**src/rtl/cpu_pkg.sv**
```systemverilog
// Shared definitions for the simple RISC CPU: opcode map, controller state
// encoding, phase width and the packed control-strobe vector.
package cpu_pkg;

    localparam int OPW = 3;
    localparam int PHW = 3;

    localparam logic [PHW-1:0] PH_HALT = 3'd3;
    localparam logic [PHW-1:0] PH_LAST = 3'd7;

    typedef enum logic [OPW-1:0] {
        HLT = 3'b000,
        SKZ = 3'b001,
        ADD = 3'b010,
        AND = 3'b011,
        XOR = 3'b100,
        LDA = 3'b101,
        STO = 3'b110,
        JMP = 3'b111
    } opcode_e;

    typedef enum logic [1:0] {
        IDLE   = 2'd0,
        RUN    = 2'd1,
        HALTED = 2'd2
    } state_e;

    // Bit order fixes the layout of the 8-bit strobe vector (inc_pc is bit 0).
    typedef struct packed {
        logic halt;
        logic datactl_ena;
        logic load_pc;
        logic load_acc;
        logic wr;
        logic rd;
        logic load_ir;
        logic inc_pc;
    } strobes_t;

endpackage

```
**src/rtl/ctrl_decode.sv**
```systemverilog
// Combinational instruction-phase decoder: (phase, opcode, zero) to the
// control-strobe vector registered by machine_ctrl.
module ctrl_decode
    import cpu_pkg::*;
(
    input  logic [PHW-1:0] phase_i,
    input  logic [OPW-1:0] opcode_i,
    input  logic           zero_i,
    output strobes_t       strobes_o
);

    logic is_alu;

    assign is_alu = (opcode_i == ADD) || (opcode_i == AND) ||
                    (opcode_i == XOR) || (opcode_i == LDA);

    always_comb begin
        strobes_o = '0;
        case (phase_i)
            3'd0, 3'd1: begin
                strobes_o.rd      = 1'b1;
                strobes_o.load_ir = 1'b1;
                strobes_o.inc_pc  = 1'b1;
            end
            3'd3: strobes_o.halt = (opcode_i == HLT);
            3'd4: begin
                strobes_o.rd          = is_alu;
                strobes_o.load_pc     = (opcode_i == JMP);
                strobes_o.datactl_ena = (opcode_i == STO);
            end
            3'd5: begin
                strobes_o.rd          = is_alu;
                strobes_o.load_acc    = is_alu;
                strobes_o.load_pc     = (opcode_i == JMP);
                strobes_o.inc_pc      = (opcode_i == JMP);
                strobes_o.wr          = (opcode_i == STO);
                strobes_o.datactl_ena = (opcode_i == STO);
            end
            3'd6: strobes_o.datactl_ena = (opcode_i == STO);
            3'd7: strobes_o.inc_pc = (opcode_i == SKZ) && zero_i;
            default: ;
        endcase
    end

endmodule

```
**src/rtl/machine_ctrl.sv**
```systemverilog
// Instruction-cycle controller: 8-phase sequencer started by fetch, registered
// control strobes, sticky halt. Define FETCH_RESYNC_EN to realign on fetch rise.
module machine_ctrl
    import cpu_pkg::*;
#(
    parameter int OPW = cpu_pkg::OPW
) (
    input  logic           clk,
    input  logic           reset,
    input  logic           fetch,
    input  logic [OPW-1:0] opcode,
    input  logic           zero,
    output logic           inc_pc,
    output logic           load_ir,
    output logic           rd,
    output logic           wr,
    output logic           load_acc,
    output logic           load_pc,
    output logic           datactl_ena,
    output logic           halt
);

    state_e          state_q, state_d;
    logic [PHW-1:0]  phase_q, phase_d;
    strobes_t        out_q, out_d;
    strobes_t        dec;

    ctrl_decode u_decode (
        .phase_i   (phase_q),
        .opcode_i  (opcode),
        .zero_i    (zero),
        .strobes_o (dec)
    );

`ifdef FETCH_RESYNC_EN
    logic fetch_q;

    always_ff @(posedge clk or posedge reset) begin
        if (reset) begin
            fetch_q <= 1'b0;
        end else begin
            fetch_q <= fetch;
        end
    end
`endif

    always_comb begin
        state_d = state_q;
        phase_d = phase_q;
        out_d   = '0;
        case (state_q)
            IDLE: begin
                if (fetch) begin
                    state_d = RUN;
                    phase_d = '0;
                end
            end
            RUN: begin
                out_d   = dec;
                phase_d = phase_q + PHW'(1);
                if ((phase_q == PH_HALT) && (opcode == HLT)) begin
                    state_d = HALTED;
                end
`ifdef FETCH_RESYNC_EN
                // A fetch rise away from phase 7 aborts the misaligned cycle,
                // including a pending halt.
                if (fetch && !fetch_q) begin
                    phase_d = '0;
                    if (phase_q != PH_LAST) begin
                        out_d   = '0;
                        state_d = RUN;
                    end
                end
`endif
            end
            HALTED: out_d.halt = 1'b1;
            default: state_d = IDLE;
        endcase
    end

    always_ff @(posedge clk or posedge reset) begin
        if (reset) begin
            state_q <= IDLE;
            phase_q <= '0;
            out_q   <= '0;
        end else begin
            state_q <= state_d;
            phase_q <= phase_d;
            out_q   <= out_d;
        end
    end

    assign inc_pc      = out_q.inc_pc;
    assign load_ir     = out_q.load_ir;
    assign rd          = out_q.rd;
    assign wr          = out_q.wr;
    assign load_acc    = out_q.load_acc;
    assign load_pc     = out_q.load_pc;
    assign datactl_ena = out_q.datactl_ena;
    assign halt        = out_q.halt;

endmodule

```
**config.mk**
```make
export PLATFORM = sky130hd
export DESIGN_NAME = machine_ctrl
export DESIGN_NICKNAME = d
export VERILOG_FILES = /design/src/rtl/cpu_pkg.sv /design/src/rtl/ctrl_decode.sv /design/src/rtl/machine_ctrl.sv
export SDC_FILE = /design/constraint.sdc
export NUM_CORES = 1
export LEC_CHECK = 0
export CAP_MARGIN = 20
export CELL_PAD_IN_SITES_DETAIL_PLACEMENT = 0
export CELL_PAD_IN_SITES_GLOBAL_PLACEMENT = 2
export CORE_ASPECT_RATIO = 0.75
export CORE_UTILIZATION = 32
export DETAILED_ROUTE_END_ITERATION = 12
export PLACE_DENSITY = 0.76
export SKIP_CTS_REPAIR_TIMING = 1
export SLEW_MARGIN = 40
export SYNTH_ARGS = -nofsm -noshare
export SYNTH_HDL_FRONTEND = slang
export SYNTH_SLANG_ARGS = --single-unit
```
**constraint.sdc**
```tcl
create_clock -name clk -period 3.6 [get_ports clk]
set_input_delay 0.9 -clock clk [delete_from_list [all_inputs] [get_ports clk]]
set_output_delay 0.9 -clock clk [all_outputs]
set_load 0.005 [all_outputs]
```
== Yosys cells after proc, flatten, opt, wreduce, memory -nomap -nowiden ==
Cells that the tools add are included.

* Latch bits: 0
* Memories: 0
* ROM bits: 0
* Memory bits (writable): 0
* Bits of input ports: 7
* Register bits: 13

* Reductions and logical operators: 14
* Shift operators: 0
* Div/mod/pow operators: 0
* Multiplexer cells: 14
* $add $sub $neg: 1
* $lt $le $gt $ge: 0
* Equal/unequal tests: 17
* Bitwise gates (word level): 1
* Multiply operators: 0

{| class="wikitable"
|+ Operators with widths
! operator !! number
|-
| $eq A3 B3 Y1 const B || 8
|-
| $eq A3 B2 Y1 const B || 3
|-
| $mux W7 || 1
|-
| $eq A3 B1 Y1 const B || 2
|-
| $logic_not A3 Y1 || 2
|-
| $mux W2 || 3
|-
| $pmux W2 S3 || 1
|-
| $pmux W3 S2 || 1
|-
| $mux W1 || 4
|-
| $ne A2 B2 Y1 const B || 2
|-
| $pmux W1 S2 || 2
|-
| $reduce_or A2 Y1 || 2
|-
| $add A3 B1 Y3 const B || 1
|-
| $logic_or A1 B1 Y1 || 3
|-
| $mux W3 || 1
|-
| $pmux W1 S3 || 1
|-
| $reduce_and A3 Y1 || 1
|-
| $reduce_or A3 Y1 || 1
|-
| $eq A2 B1 Y1 const B || 1
|-
| $eq A2 B2 Y1 const B || 1
|-
| $logic_and A1 B1 Y1 || 2
|-
| $logic_not A2 Y1 || 1
|-
| $reduce_and A2 Y1 || 1
|-
| $reduce_bool A2 Y1 || 1
|-
| $not A1 Y1 || 1
|}

== Logic depth before layout (Yosys ltp) ==
Gate-level depths: netlist of run 1.

* Depth after elaboration: 6
* Gate-level depth with buffers: 6
* Depth with buffers taken out: 5

== Hierarchy ==
Synthesis of run 1 repeated with hierarchy kept, for this count alone.

* Cell total of the unflattened synthesis: 67
* Area total of the unflattened synthesis: 699.4 um^2

{| class="wikitable"
|+ Modules (own cells, without submodules)
! module !! seq. area each (um^2) !! times used !! area each (um^2) !! cells an instance
|-
| machine_ctrl || 325.3 || 1 || 585.6 || 49
|-
| ctrl_decode || 0.0 || 1 || 113.9 || 18
|}

== Worst setup path after synthesis of run 1 ==
Ideal clock, no wire load.

* Path kind: input port to flip-flop
* From: input port opcode[2]
* To: register state_q[1]
* Library setup time: 66 ps
* Path slack: 1796 ps
* Arrival: 1738 ps
* Cell stages on the path: 3
* Cell sequence: or4b_4 > nor3_2 > o32a_1

* Word-level cells in the longest chain between the ends: 4

{| class="wikitable"
|+ RTL lines
! item !! RTL line !! text
|-
| start: declaration || machine_ctrl.sv:11 || <nowiki>input logic [OPW-1:0] opcode,</nowiki>
|-
| $logic_not A3 Y1 || machine_ctrl.sv:61 || <nowiki>if ((phase_q == PH_HALT) && (opcode == HLT)) begin</nowiki>
|-
| $logic_and A1 B1 Y1 || machine_ctrl.sv:61 ||
|-
| $ne A2 B2 Y1 (no source line) || -- ||
|-
| $reduce_and A3 Y1 (no source line) || -- ||
|-
| end signal: assignment || machine_ctrl.sv:87 || <nowiki>state_q <= state_d;</nowiki>
|-
| end: declaration || machine_ctrl.sv:23 || <nowiki>state_e state_q, state_d;</nowiki>
|}

No other way between the ends.
A chain may end at the register's enable or synchronous reset.

== Worst setup path in the final report of run 1 ==
Ends and elaborated chain as after synthesis.

==> results of run 1 <==
==> cells in the mapped netlist (3+ instances only) <==
master                    count  area share
sky130_fd_sc_hd__ha_1         8        0.14
sky130_fd_sc_hd__inv_1        8       0.042
sky130_fd_sc_hd__nand2_1     10       0.052
sky130_fd_sc_hd__dfrtp_1     13        0.45
sky130_fd_sc_hd__a21oi_1      3       0.021
==> power by group <==
part           switching (uW)  leakage (uW)  internal (uW)
sequential               44.6      0.000171            189
combinational             140      0.000211            138
clock                    50.8     0.0000150           43.0
total                     235      0.000398            370
==> metrics by stage <==
stage / cell area [sq um] / hold slack (ps) / total power, uW
2_1_floorplan: 723.2 / 497.2 / 421.2
3_3_place_gp: 885.9 / 525.3 / 514.8
3_5_place_dp: 885.9 / 530.9 / 516.8
4_1_cts: 912.1 / 551.0 / 612.2
5_1_grt: 912.1 / 572.1 / 665.3
6_report: 912.1 / 546.4 / 605.5
==> per-layer routing <==
layer,part of all wire,track usage,wire [um]
met5,0,0,0
met4,0.0088,0.02927,13
met3,0.043,0.06402,63
met2,0.42,0.2024,622
met1,0.53,0.2030,778
==> kinds of logic after synthesis <==
group                    Yosys count  share of synthesized area
XOR/XNOR                           2                    0.02423
buffers and inverters             10                    0.05191
AND/OR/NAND/NOR                   23                     0.1765
AO/OA/AOI/OAI                     13                     0.1436
adder cells (fa/ha/maj)            8                     0.1384
flip-flops                        13                     0.4498
multiplexers                       1                    0.01557
==> registers in the layout (all words and copies together), names as in the netlist <==
signal and count:
inc_pc 1, load_ir 1, load_acc 1, datactl_ena 1
state_q 2, load_pc 1, phase_q 3, wr 1
rd 1, halt 1
==> critical path, delay by kind of cell <==
kind | cells | cell delay, ps
and+or+nand+nor | 2 | 780
buffers and inverters | 1 | 510
AOI/OAI and AO/OA | 1 | 160
==> layout by cell type (no fill, tap or decap), drive strengths merged <==
master and count:
inv 8, a2bb2oi 1, o221ai 2, o21ai 2
dfrtp 13, or4b 1, nor2 2, mux2 1
nor3 3, ha 8, a21oi 4, nor4b 1
clkdlybuf4s50 14, nand2b 1, o32a 1, o32ai 1
xnor2 2, o22a 1, a2111oi 1, nor2b 2
nor4 1, nand3b 2, clkbuf 4, nand2 10
==> path summary, 6_finish.rpt <==
kind / start / endpoint / slack, ps / cells past startpoint
setup reg to reg: phase_q[0] / state_q[1] / 1830 / 5
max in group asynchronous: reset / phase_q[0] / 2330 / 2
hold reg to reg: state_q[1] / state_q[1] / 550 / 1
setup / recovery: opcode[2] / state_q[1] / 1480 / 4
min in group asynchronous: reset / load_ir / 930 / 2
hold / removal: state_q[1] / state_q[1] / 550 / 1
==> area by class of cell <==
| type | count | area [sq um] | area share |
|---|---|---|---|
| Multi-Input combinational cell | 47 | 360.3 | 0.3951 |
| Sequential cell | 13 | 325.3 | 0.3567 |
| Timing Repair Buffer | 14 | 140.1 | 0.1536 |
| Tap cell | 24 | 30.03 | 0.03292 |
| Clock buffer | 4 | 26.28 | 0.02881 |
| Inverter | 8 | 30.03 | 0.03292 |
==> flow_metrics.py, run 1 <==
metrics = {
    "run_status": {
        "run_status": "finished, final reports clean",
    },
    "critical_path": {
        "timing.critical_path.cells": "clkdlybuf4s50_1 -> or4b_4 -> nor3_2 -> o32a_1",
        "worst_path_slowest_cell": "sky130_fd_sc_hd__or4b_4",
        "cp.arrival_ps": 2340,
        "timing.critical_path.to_type": "flip-flop",
        "worst-setup-path-type": "input pin to flip-flop",
        "critPathRequiredTime_ps": 3820,
        "cp_max_fo": 5,
        "critPathLaunchType": "input pin",
        "critical_path.max_stage_delay_ps": 610,
    },
    "timing": {
        "final.setup.worst_slack_ps": 1483,
        "final-max-slew-violation-count": 0,
        "share_of_the_cycle_needed_by_the_critical_path_after_routing": 0.5880,
        "worst-slew-pin-transition_ps": 501.7,
        "final_period_minus_worst_setup_slack_ps": 2117,
        "max_freq_mhz": 472.4,
        "rsz0062_at_grt": "no",
        "setup-tns-final_ps": 0,
        "report.final.setup_viol": 0,
        "slew_headroom": 0.6652,
        "hold_viol": 0,
        "clock_skew_ps": 2.361,
    },
    "synthesis": {
        "synthesis.yosys.warnings": 0,
        "synth-edff-count": 0,
        "ys_seq_area_frac": 0.4498,
        "most_used_dff_post_synth": "sky130_fd_sc_hd__dfrtp_1",
        "syn_inst": 70,
        "ys_seq_elements": 13,
        "syn-mean-instance-area_sq_um": 10.33,
        "yosysUniqueCellTypes": 25,
        "postSynth.asyncResetShare": 1.000,
        "mappedNetlistArea_sq_um": 723.2,
        "synth_nets": 85,
    },
    "hold_path": {
        "min-delay-path-class": "flip-flop to flip-flop",
    },
    "floorplan": {
        "rows": 14,
        "floorplan.initialDensity": 0.3499,
        "dieHeight_um": 43.17,
        "area_of_the_core_region_sq_um": 2067,
        "floorplan.die_area_sq_um": 2456,
        "pin_count": 15,
        "chipWidth_um": 56.90,
    },
    "grt": {
        "global_route.overflow_total": 0,
        "grt_first_pass_wirelength_um": 2580,
        "antenna_found_initial": 0,
        "grt_start_max_net_pins": 14,
        "grt_pass1_vias": 536,
        "track_usage": 0.1444,
    },
    "placement": {
        "port_buffers": 14,
        "routability_driven_placement_congestion_ratio": 0.7857,
        "number_of_placed_instances_taps_included": 106,
        "dp_slack_ps": 1194,
        "place_hpwl_um": 1110,
    },
    "detailed_routing": {
        "drtAntennaViolNets": 0,
        "drtIter0Drc": 4,
        "remaining_drc_errors": 0,
        "wl_um": 1477,
        "via_per_inst": 4.891,
        "detail_route.wl_per_cell_um": 13.43,
        "vias": 538,
        "firstDrtPassIters": 4,
    },
    "power": {
        "power_density_nw_per_um2": 663.9,
        "p_leak_uw": 0.0003976,
        "max-vdd-ir-drop_mv": 0.2419,
    },
    "clock_tree": {
        "cts_num_sinks": 13,
        "tritoncts.num_buffers": 3,
        "clockBufferDepth": 2,
        "h-tree-depth": 1,
        "clock-root-buffer": "sky130_fd_sc_hd__clkbuf_4",
        "tritoncts": "done",
        "clk_latency_ps": 280,
        "clkSlewWorstSetupHoldPaths_ps": 80,
    },
    "cells_and_area": {
        "areaGrowthSynthToFinish_pct": 26.12,
        "finish.cell_count_without_fillers": 110,
        "antenna_cells_inserted": 0,
        "nets": 102,
        "drive_gt1_frac": 0.1047,
        "postLayoutCoreUtil": 0.4413,
        "layout.filler_cells": 213,
    },
    "flow_run": {
        "max_cap_violations": 0,
    },
}
Power figures use the tool's default switching activity.
==> inputs of run 2 (changes only) <==
--- a/config.mk
+++ b/config.mk
@@ -9,9 +9,9 @@
 export CELL_PAD_IN_SITES_DETAIL_PLACEMENT = 0
 export CELL_PAD_IN_SITES_GLOBAL_PLACEMENT = 2
 export CORE_ASPECT_RATIO = 0.75
-export CORE_UTILIZATION = 32
+export CORE_UTILIZATION = 27
 export DETAILED_ROUTE_END_ITERATION = 12
-export PLACE_DENSITY = 0.76
+export PLACE_DENSITY = 0.68
 export SKIP_CTS_REPAIR_TIMING = 1
 export SLEW_MARGIN = 40
 export SYNTH_ARGS = -nofsm -noshare
==> constraint.sdc (replaced) <==
create_clock -name clk -period 1.8 [get_ports clk]
set_input_delay 0.45 -clock clk [delete_from_list [all_inputs] [get_ports clk]]
set_output_delay 0.45 -clock clk [all_outputs]
set_load 0.005 [all_outputs]
==> flow_metrics.py, run 2 (synthesis gave the netlist of run 1 again) <==
metrics = {
    "critical_path": {
        "worst_setup_path_startpoint": "state_q[1]",
        "worstPathBufferInverterCount": 2,
        "cp_top_family": "compound AO/OA/AOI/OAI gates",
        "worst-setup-path-type": "flip-flop to flip-flop",
        "critical_path.max_stage_delay_ps": 460,
        "critPathLaunchType": "flip-flop",
        "timing.reg2reg.worst_path_depth": 5,
        "critPathRequiredTime_ps": 2020,
        "cp.arrival_ps": 1890,
        "timing.critical_path.to_type": "flip-flop",
        "cp_max_fo": 7,
        "cp_num_cells": 5,
        "worst_flop_to_flop_path_startpoint": "state_q[1]",
        "worst_path_slowest_cell": "sky130_fd_sc_hd__a2111oi_0",
        "timing.critical_path.cells": "inv_1 -> ha_1 -> nand2_1 -> a2111oi_0 -> buf_4",
    },
    "timing": {
        "fin_hold_ws_ps": 506.3,
        "final-max-slew-violation-count": 0,
        "rsz0062_at_grt": "no",
        "share_of_the_cycle_needed_by_the_critical_path_after_routing": 0.9273,
        "slew_headroom": 0.6293,
        "hold_viol": 0,
        "max_freq_mhz": 599.1,
        "clock_skew_ps": 2.022,
        "worst-slew-pin-transition_ps": 542.0,
        "report.final.setup_viol": 0,
        "final_period_minus_worst_setup_slack_ps": 1669,
    },
    "cells_and_area": {
        "drive_gt1_frac": 0.2143,
        "areaGrowthSynthToFinish_pct": 40.31,
        "antenna_cells_inserted": 0,
        "layout_common_cells": "sky130_fd_sc_hd__clkdlybuf4s50_1, sky130_fd_sc_hd__dfrtp_1, sky130_fd_sc_hd__buf_4",
        "multi_input_gate_area_sq_um": 360.3,
        "storage_cell_area_sq_um": 325.3,
        "layout_commonest_cell": "sky130_fd_sc_hd__clkdlybuf4s50_1",
        "nets": 114,
        "reg.largest.list": "phase_q: 3 flops, state_q: 2 flops",
        "largest_register": "phase_q",
        "largest_register_ff_count": 3,
        "finalInstanceArea_sq_um": 1015,
        "layout.filler_cells": 249,
    },
    "clock_tree": {
        "clockBufferDepth": 2,
        "tritoncts.num_buffers": 3,
        "tritoncts": "done",
        "h-tree-depth": 1,
        "cts_num_sinks": 13,
        "clock-root-buffer": "sky130_fd_sc_hd__clkbuf_4",
        "clk_latency_ps": 280,
        "clkSlewWorstSetupHoldPaths_ps": 80,
    },
    "grt": {
        "global_route.overflow_total": 0,
        "gr-usage-met2": 0.1828,
        "antenna_found_initial": 0,
        "global_route.peak_usage_layer": "met1",
        "global_route_track_usage_on_met3": 0.05234,
        "global_route.usage.met1": 0.2013,
        "grt_pass1_vias": 574,
        "track_usage": 0.1351,
        "grt_first_pass_wirelength_um": 2739,
        "grt_start_max_net_pins": 14,
    },
    "power": {
        "max-vdd-ir-drop_mv": 0.4436,
        "switching_power_uw": 486.0,
        "switching_share": 0.3756,
        "power.share.sequential": 0.322,
        "cell_internal_pwr_uw": 808.0,
        "p_leak_uw": 0.0004558,
        "power_density_nw_per_um2": 1275,
        "power_frac_clock": 0.143,
        "power.share.combinational": 0.535,
    },
    "hold_path": {
        "min-delay-path-class": "input pin to asynchronous set/reset pin",
    },
    "floorplan": {
        "floorplan.initialDensity": 0.2987,
        "dieHeight_um": 46.82,
        "pin_count": 15,
        "chipWidth_um": 61.76,
        "floorplan.die_area_sq_um": 2892,
        "area_of_the_core_region_sq_um": 2421,
        "rows": 15,
    },
    "detailed_routing": {
        "wl_um": 1569,
        "firstDrtPassIters": 4,
        "detail_route.wl_per_cell_um": 11.89,
        "vias": 583,
        "via_per_inst": 4.417,
        "drtAntennaViolNets": 0,
        "drtIter0Drc": 11,
        "remaining_drc_errors": 0,
    },
    "placement": {
        "placement.cell_area_sq_um": 988.4,
        "routability_driven_placement_congestion_ratio": 0.7435,
        "place_hpwl_um": 1229,
        "port_buffers": 14,
    },
    "run_status": {
        "run_status": "finished, final reports clean",
    },
    "flow_run": {
        "max_cap_violations": 0,
    },
}
[run 2: changes by cell type in the layout (fill, tap and decap cells not counted)]
cell | before | now
sky130_fd_sc_hd__buf_4 | 0 | 12
[run 2: metrics by stage]
step,TNS [ps],setup slack (ps),total power (uW),utilization,cells
2_1_floorplan,0,215.7,842.4,-,70
5_1_grt,0,31.41,1421,0.4191,132
3_3_place_gp,-260.7,-169.6,1120,0.4083,128
6_report,0,130.8,1294,0.4191,132
4_1_cts,0,156.0,1313,0.4191,132
3_5_place_dp,-134.8,-54.70,1116,0.4083,128
[run 2: worst reg2reg max path, stage by stage, from the launching register on]
cell and delay [ps]:
sky130_fd_sc_hd__dfrtp_1 410, sky130_fd_sc_hd__inv_1 80, sky130_fd_sc_hd__ha_1 300, sky130_fd_sc_hd__nand2_1 160, sky130_fd_sc_hd__a2111oi_0 460, sky130_fd_sc_hd__buf_4 200
[run 2: layer usage]
layer  share of wire  up-vias  wire length, um
li1                -      298                -
met1            0.55      276              862
met4               0        0                0
met3           0.037        0               58
met2            0.41        9              649
met5               0        -                0
[run 2: power groups by stage]
stage	Sequential (uW)	Clock, uW	Combinational [uW]
final	416	185	692
after global routing	430	209	782
after CTS	417	199	697
after detailed placement	423	0	693
after global placement	425	0	695
after floorplan	442	0	401
[run 2: path summary, 6_finish.rpt]
kind	to	slack (ps)
setup reg to reg	datactl_ena	130
hold reg to reg	state_q[1]	550
min in group clk	state_q[1]	550
max in group asynchronous	load_pc	940
setup / recovery	datactl_ena	130
hold / removal	halt	510
[run 2: final cells by class]
cell class	count	share of cell area
clock buffers	4	0.02589
inverters	8	0.02959
multi-input cells	47	0.3551
flip-flops and latches	13	0.3206
well taps	34	0.04192
repair buffers	26	0.2269
==> edit: new RTL, settings of run 2 <==
Change the package constant `PHW` from 3 to 6.
--- a/src/rtl/cpu_pkg.sv
+++ b/src/rtl/cpu_pkg.sv
@@ -4,5 +4,5 @@
 
     localparam int OPW = 3;
-    localparam int PHW = 3;
+    localparam int PHW = 6;
 
     localparam logic [PHW-1:0] PH_HALT = 3'd3;
Formal check against the unedited RTL: same outputs for any inputs over 10 cycles, from zero or initial values and one cycle with reset high; that may be too few to reach the edited logic, so the function may still have changed.
==> edit against run 2 <==
Maximum frequency grew 2.7%. Combinational power up 18%. Setup slack gained 0.044 ns. Final area grew 21%. Routed wire length is 33% higher. First-iteration DRC count rose to 3.8 times the old value. Utilization decreased by 1.9 points. Sequential share of layout area up 0.59 points. Synthesized area increased by 25%. Sequential cell count is 3 higher. Clock power rose by 42%. Power rose by 24%. Critical path type unchanged. Critical endpoint is now wr. Largest power group unchanged. Highest routed layer is now met4.
==> edit: results (changes against run 2) <==
status: "completed"  # unchanged
synth-compound-area-share_pct: 16.16  # was 14.36%
grt_max_degree: 17  # was 14
crit_fanout: 6  # was 7
synth.area.mux_share_pct: 1.519  # was 1.557%
ys_top_cells_by_area: "dfrtp_1, ha_1, inv_1"  # was dfrtp_1, ha_1, nand2_1
clock_latency_ns: 0.24  # was 0.28 ns
synthAdderAreaFrac_pct: 9.669  # was 13.84%
grt_pass1_vias: 696  # was 574
nMultiInputCombCells: 56  # was 47
slowest_delay_ns: 0.40  # was 0.46 ns
r2r_slack_ns: 0.18  # was 0.13 ns
num-fill-cells: 323  # was 249
crit_end: "wr"  # was datactl_ena
wl_met2_um: 847  # was 649 µm
design.seq.count: 16  # was 13
nets: 129  # was 114
path_clk_slew_ns: 0.06  # was 0.08 ns
hold_slack_ns: 0.5200  # was 0.5063 ns
synth-xor-area-share_pct: 0.9669  # was 2.422%
yosys-top-cells-count: "dfrtp_1, inv_1, ha_1, nand2_1, nand3_1"  # was dfrtp_1, nand2_1, ha_1, inv_1, a21oi_1
drive_above_1_share_pct: 21.24  # was 21.43%
reg2reg_to: "wr"  # was datactl_ena
nClkBuffers: 3  # was 4
highest_layer: "met4"  # was met3
peakVddDrop_v: 0.0005208  # was 0.0004436 V
powerClk_uw: 262  # was 185 µW
p_sw_uw: 580.3  # was 486.0 µW
drtIter0Drc: 42  # was 11
grt_first_pass_wirelength_um: 3450  # was 2739 µm
inv_count: 10  # was 8
yosysUniqueCellTypes: 37  # was 25
wl_met1_um: 1122  # was 862 µm
powerSeq_uw: 522  # was 416 µW
vias: 742  # was 583
rr_worst_depth: 5  # unchanged
crit_family: "simple AND/OR/NAND/NOR gates"  # was compound AO/OA/AOI/OAI gates
sh_seq_area_pct: 32.65  # was 32.06%
buffers: 28  # was 26
crit_slowest_cell: "dfrtp_1"  # was a2111oi_0
bufAreaShareNonClock_pct: 20.00  # was 22.69%
relSlewSlack_pct: 78.37  # was 62.93%
final-clk-cell-share_pct: 3.367  # was 2.589%
ys_seq_area_share_pct: 44.20  # was 44.98%
syn_nets: 98  # was 85
p_seq_share_pct: 32.6  # was 32.2%
dp_hpwl_um: 1641  # was 1229 µm
multi_input_area_share_pct: 37.04  # was 35.51%
largestRegisters: "phase_q x6, state_q x2"  # was phase_q x3, state_q x2
gp_congestion: 0.7263  # was 0.7435
leakage_uw: 0.0005413  # was 0.0004558 µW
met3_length_um: 106  # was 58 µm
fin_skew_ns: 0.003620  # was 0.002022 ns
cts_root_buffer: "clkbuf_8"  # was clkbuf_4
grt_usage_pct: 13.72  # was 13.51%
[edit: cell count changes in the layout (fill, tap and decap cells not counted), moves of 3 or more]
cell             run 2  this run
nand3_1              0         4
clkbuf_4             3         0
clkbuf_8             0         3
dfrtp_1             13        16
nand2_1             10         7
[edit: per-stage QoR]
step | area (µm²) | setup TNS (ns) | worst slack (ns) | util, % | instances
floorplan | 905.9 | 0 | 0.3014 | - | 84
global placement | 1175 | -0.02984 | -0.02833 | 38.36 | 147
detailed placement | 1175 | -0.01700 | -0.01700 | 38.36 | 147
CTS | 1216 | 0 | 0.06747 | 39.71 | 150
global route | 1226 | 0 | 0.02470 | 40.03 | 151
finish | 1226 | 0 | 0.1753 | 40.03 | 151
[edit: layer usage]
layer | vias up | track usage, %
li1 | 367 | -
met1 | 357 | 20.86
met2 | 16 | 18.12
met3 | 2 | 5.263
met4 | 0 | 2.041
met5 | - | 0
